`src/rtl/ctrl_seg_fifo.sv`:
```
// Control-word pipeline segment: small circular FIFO with bubble hold, flush and a
// saturating stall counter. Storage is not reset; an empty FIFO always shows FLUSH_VAL.
module ctrl_seg_fifo #(
  parameter int unsigned       WIDTH     = 16,
  parameter int unsigned       DEPTH     = 2,
  parameter logic [WIDTH-1:0]  FLUSH_VAL = '0,
  parameter int unsigned       CNT_W     = 16
) (
  input  logic                       clk_i,
  input  logic                       rst_i,
  input  logic                       bubble_i,
  input  logic                       flush_i,
  input  logic                       in_valid_i,
  output logic                       in_ready_o,
  input  logic [WIDTH-1:0]           in_data_i,
  output logic                       out_valid_o,
  input  logic                       out_ready_i,
  output logic [WIDTH-1:0]           out_data_o,
  output logic [$clog2(DEPTH+1)-1:0] occupancy_o,
  output logic [CNT_W-1:0]           stall_cnt_o
);

  localparam int unsigned OccW = $clog2(DEPTH + 1);
  localparam int unsigned PtrW = (DEPTH > 1) ? $clog2(DEPTH) : 1;
  localparam logic [PtrW-1:0] PtrLast = PtrW'(DEPTH - 1);
  localparam logic [OccW-1:0] OccFull = OccW'(DEPTH);

  logic [WIDTH-1:0] mem_q [DEPTH];
  logic [PtrW-1:0]  rd_ptr_q, rd_ptr_d;
  logic [PtrW-1:0]  wr_ptr_q, wr_ptr_d;
  logic [OccW-1:0]  occ_q, occ_d;
  logic [CNT_W-1:0] stall_cnt_q, stall_cnt_d;
  logic             push, pop;

  assign in_ready_o  = (occ_q < OccFull) && !bubble_i;
  assign out_valid_o = (occ_q != '0) && !bubble_i;
  assign out_data_o  = (occ_q != '0) ? mem_q[rd_ptr_q] : FLUSH_VAL;
  assign occupancy_o = occ_q;
  assign stall_cnt_o = stall_cnt_q;

  // in_ready/out_valid already carry !bubble, so bubble also blocks push and pop.
  assign push = in_valid_i && in_ready_o && !flush_i;
  assign pop  = out_valid_o && out_ready_i && !flush_i;

  always_comb begin
    rd_ptr_d    = rd_ptr_q;
    wr_ptr_d    = wr_ptr_q;
    occ_d       = occ_q;
    stall_cnt_d = stall_cnt_q;
    if (bubble_i) begin
      if (stall_cnt_q != '1) begin
        stall_cnt_d = stall_cnt_q + 1'b1;
      end
    end else if (flush_i) begin
      rd_ptr_d = '0;
      wr_ptr_d = '0;
      occ_d    = '0;
    end else begin
      if (push) begin
        wr_ptr_d = (wr_ptr_q == PtrLast) ? '0 : wr_ptr_q + 1'b1;
      end
      if (pop) begin
        rd_ptr_d = (rd_ptr_q == PtrLast) ? '0 : rd_ptr_q + 1'b1;
      end
      if (push && !pop) begin
        occ_d = occ_q + 1'b1;
      end else if (pop && !push) begin
        occ_d = occ_q - 1'b1;
      end
    end
  end

  always_ff @(posedge clk_i or posedge rst_i) begin
    if (rst_i) begin
      rd_ptr_q    <= '0;
      wr_ptr_q    <= '0;
      occ_q       <= '0;
      stall_cnt_q <= '0;
    end else begin
      rd_ptr_q    <= rd_ptr_d;
      wr_ptr_q    <= wr_ptr_d;
      occ_q       <= occ_d;
      stall_cnt_q <= stall_cnt_d;
    end
  end

  always_ff @(posedge clk_i) begin
    if (push) begin
      mem_q[wr_ptr_q] <= in_data_i;
    end
  end

endmodule

```
`config.mk`:
```
export PLATFORM = sky130hd
export DESIGN_NAME = ctrl_seg_fifo
export DESIGN_NICKNAME = d
export VERILOG_FILES = /design/src/rtl/ctrl_seg_fifo.sv
export SDC_FILE = /design/constraint.sdc
export NUM_CORES = 1
export LEC_CHECK = 0
export ABC_AREA = 0
export CORE_AREA = 8 8 62 103
export DETAILED_ROUTE_END_ITERATION = 8
export DIE_AREA = 0 0 70 111
export HOLD_SLACK_MARGIN = 0.03
export PLACE_DENSITY = 0.76
export SLEW_MARGIN = 20
export SYNTH_ARGS = -nofsm -noshare
export SYNTH_HDL_FRONTEND = slang
export SYNTH_SLANG_ARGS = --single-unit
```
`constraint.sdc`:
```
create_clock -name clk_i -period 3.7 [get_ports clk_i]
set_input_delay 0.74 -clock clk_i [delete_from_list [all_inputs] [get_ports clk_i]]
set_output_delay 0.74 -clock clk_i [all_outputs]
set_load 0.03 [all_outputs]
```
==> reports/qor.txt <==
Status: complete, no violations
Gates resized, CTS repair: 0
Core Region: 4930 sq um
Number of max-slew violations in the final report: 0
Filler-free cell count of the finished design: 293
RePlAce Congestion: 0.721
Hold slack final: 0.488 ns
Met1 Wirelength: 1960 um
Root Driver: sky130_fd_sc_hd__clkbuf_8
Pre-Repair DR Iteration Count: 4
Bufs on Longest Clock Path: 2
Vias in the first global route: 1,703
Register area: 1460 sq um
Met2 Routed Length: 2680 um
Setup violation total in the final timing report: 0
Setup skew after layout: 0.0117 ns
Maximum VDD drop: 0.453 mV
Required time worst endpoint: 2.96 ns
Number of buffers added by the clock tree synthesis step: 5
Capturing point of the worst reg2reg path: mem_q[1][1]
Flip-flop and latch count after synthesis: 52
Sequential share of the synthesized area: 0.637
Die outline area: 7770 sq um
Height of the die: 111 um
Worst setup slack for register-to-register paths: 1.74 ns
Compound-gate portion of the synthesized area: 0.0747
Initial cell density of the core: 0.465
Initial antenna violation count: 0
Clock-pin slew on the worst setup and hold paths: 0.09 ns
Number of antenna cells inserted: 0
Worst Setup SP: bubble_i
Boundary Pins: 58
Largest fanout on the critical path: 9
Type of the setup path with the least slack: in2out
Starting DRT DRC Count: 49
Most frequent cells in the layout: 57 x sky130_fd_sc_hd__clkdlybuf4s50_1, 32 x sky130_fd_sc_hd__edfxtp_1, 23 x sky130_fd_sc_hd__nor2_1
Area of the multi-input gates: 810 sq um
FF-to-FF Start: occupancy_o[1]
Total global routing track utilization: 0.135
Logic depth of the worst register-to-register path: 3
Xor and xnor fraction of the mapped netlist area: 0.0344
Adder-cell area share of the yosys netlist: 0.00545
DR WL/cell: 17.0 um
Pin slew with the least headroom to its limit: 0.804 ns
Count of fill cells added during filler insertion: 388
Number of hold-slack violations in the final timing report: 0
Mux cell area share after synthesis: 0.0796
Vias per inst: 5.44
Post-layout total power: 0.00177 W
Syn nets: 198
Placed cells: 285
Dominant combinational cell family by area after synthesis: simple AND/OR/NAND/NOR gates
Maximum number of pins on one net before global-route repair: 21
Cell Area, Synth: 2290 sq um
Crit share post-route: 0.800
Total vias in the final route: 1,594
Unique cell type count in the Yosys netlist: 40
Number of buffers added for setup after CTS: 0
Post-route ant nets: 0
Wire length of the first global-routing pass: 8540 um
Post-route DRC: 0
Hold buffer count at CTS: 0
DIE WIDTH: 70 um
Leakage dissipation: 1.12 nW
H-tree depth: 2
Later-pin clock latency in the skew report: 0.30 ns
Number of sinks on the clock net: 52
Tmin final: 2.96 ns
Total length of routed wires: 4970 um
Number of nets in the layout: 261
Power density over cell area: 577 nW/um^2
Kind of end point of the critical path: output port
Area growth, synth to finish: 33.6%
Estimated wirelength of the detail-placed design: 3730 um
Commonest non-fill, non-tap cell in the layout: sky130_fd_sc_hd__clkdlybuf4s50_1
Fraction of layout cells with a size suffix above 1: 0.100
Number of buffers added on ports: 57
Average footprint of a synthesized cell: 13.1 sq um
Worst endpoint data arrival time: 2.22 ns
Remaining Overflow, GRT: 0
Path class of the lowest-slack min-delay path: reg2reg
Rel. slew slack: 0.463
Highest routed layer: met4
End point of the critical path: out_valid_o
Most used flip-flop cell after synthesis: sky130_fd_sc_hd__edfxtp_1
CP Launch Type: input port
Maximum frequency from static timing analysis: 0.338 GHz
Met3 layer wire length in the routed design: 261 um
Clock tree from TritonCTS: built
RSZ-0062 raised after global routing: false
Asr flop ratio synth: 0.385
Max-cap viol count: 0
Count of yosys warnings during synthesis: 0
Standard-cell row count: 34
Setup TNS: 0 ns
Number of enable-type register cells in the synthesized netlist: 32
Post-Synth Simple-Gate Area: 0.153
Post-synthesis cell count: 175
[metal layers]
| layer | up-vias | track usage |
|---|---|---|
| met2 | 43 | 0.235 |
| li1 | 778 | - |
| met3 | 5 | 0.0394 |
| met4 | 0 | 0.0485 |
| met5 | - | 0 |
| met1 | 768 | 0.149 |
[power breakdown]
part / total, W / switching [W] / leakage, nW / internal, W
clock network: 0.000383 / 0.000183 / 0.0558 / 0.000201
registers: 0.000757 / 0.0000789 / 0.554 / 0.000679
logic: 0.000627 / 0.000350 / 0.507 / 0.000277
total: 0.00177 / 0.000612 / 1.12 / 0.00116
[worst min-delay path by stage]
stage                                from              end  slack (ns)  depth (start not counted)
after floorplan                  wr_ptr_q         wr_ptr_q        0.51                          2
after global routing      stall_cnt_o[14]  stall_cnt_o[14]        0.52                          1
final                     stall_cnt_o[14]  stall_cnt_o[14]        0.49                          1
after CTS                 stall_cnt_o[14]  stall_cnt_o[14]        0.49                          1
after global placement    stall_cnt_o[14]  stall_cnt_o[14]        0.48                          1
after detailed placement  stall_cnt_o[14]  stall_cnt_o[14]        0.48                          1
[sequential cells by signal (all words and copies together) (netlist names)]
signal / count
rd_ptr_q: 1
stall_cnt_o: 16
wr_ptr_q: 1
mem_q: 32
occupancy_o: 2
[cell usage after synthesis (4+ instances only)]
library cell	count	area (sq um)
sky130_fd_sc_hd__nand2_1	11	41.3
sky130_fd_sc_hd__o21a_1	4	30.0
sky130_fd_sc_hd__mux2i_1	16	160
sky130_fd_sc_hd__edfxtp_1	32	961
sky130_fd_sc_hd__xnor2_1	8	70.1
sky130_fd_sc_hd__nand4_1	7	43.8
sky130_fd_sc_hd__o21ai_0	4	20.0
sky130_fd_sc_hd__a21oi_1	6	30.0
sky130_fd_sc_hd__dfrtp_1	20	500
sky130_fd_sc_hd__nor2_1	23	86.3
[stage by stage]
stage / worst slack [ns] / instance area [sq um] / utilization
after floorplan: 0.405 / 2290 / -
after global placement: 0.739 / 2950 / 0.599
after detailed placement: 0.738 / 2950 / 0.599
after CTS: 0.738 / 3070 / 0.621
after global routing: 0.694 / 3070 / 0.621
final: 0.739 / 3070 / 0.621
[critical path, cell delays in order]
cell and delay, ns:
sky130_fd_sc_hd__clkdlybuf4s50_1 0.57, sky130_fd_sc_hd__nor2_1 0.21, sky130_fd_sc_hd__clkdlybuf4s50_1 0.70
[logic make-up (layout without fill, tap and decap cells)]
kind of cell,count (synthesis),count (layout)
muxes,18,18
adders and majority gates,1,1
AOI/OAI and AO/OA,25,25
and+or+nand+nor,62,62
buffers and inverters,8,72
xor gates and xnor gates,9,9
DFF,52,52
[layout make-up]
| class | instances | share of cell area |
|---|---|---|
| clock buffers | 5 | 0.0224 |
| inverters | 2 | 0.00245 |
| clock inverters | 3 | 0.0139 |
| multi-input cells | 115 | 0.264 |
| repair buffers | 62 | 0.198 |
| flip-flops and latches | 52 | 0.477 |
| well taps | 54 | 0.0220 |
(Power assumes the default switching activity.)
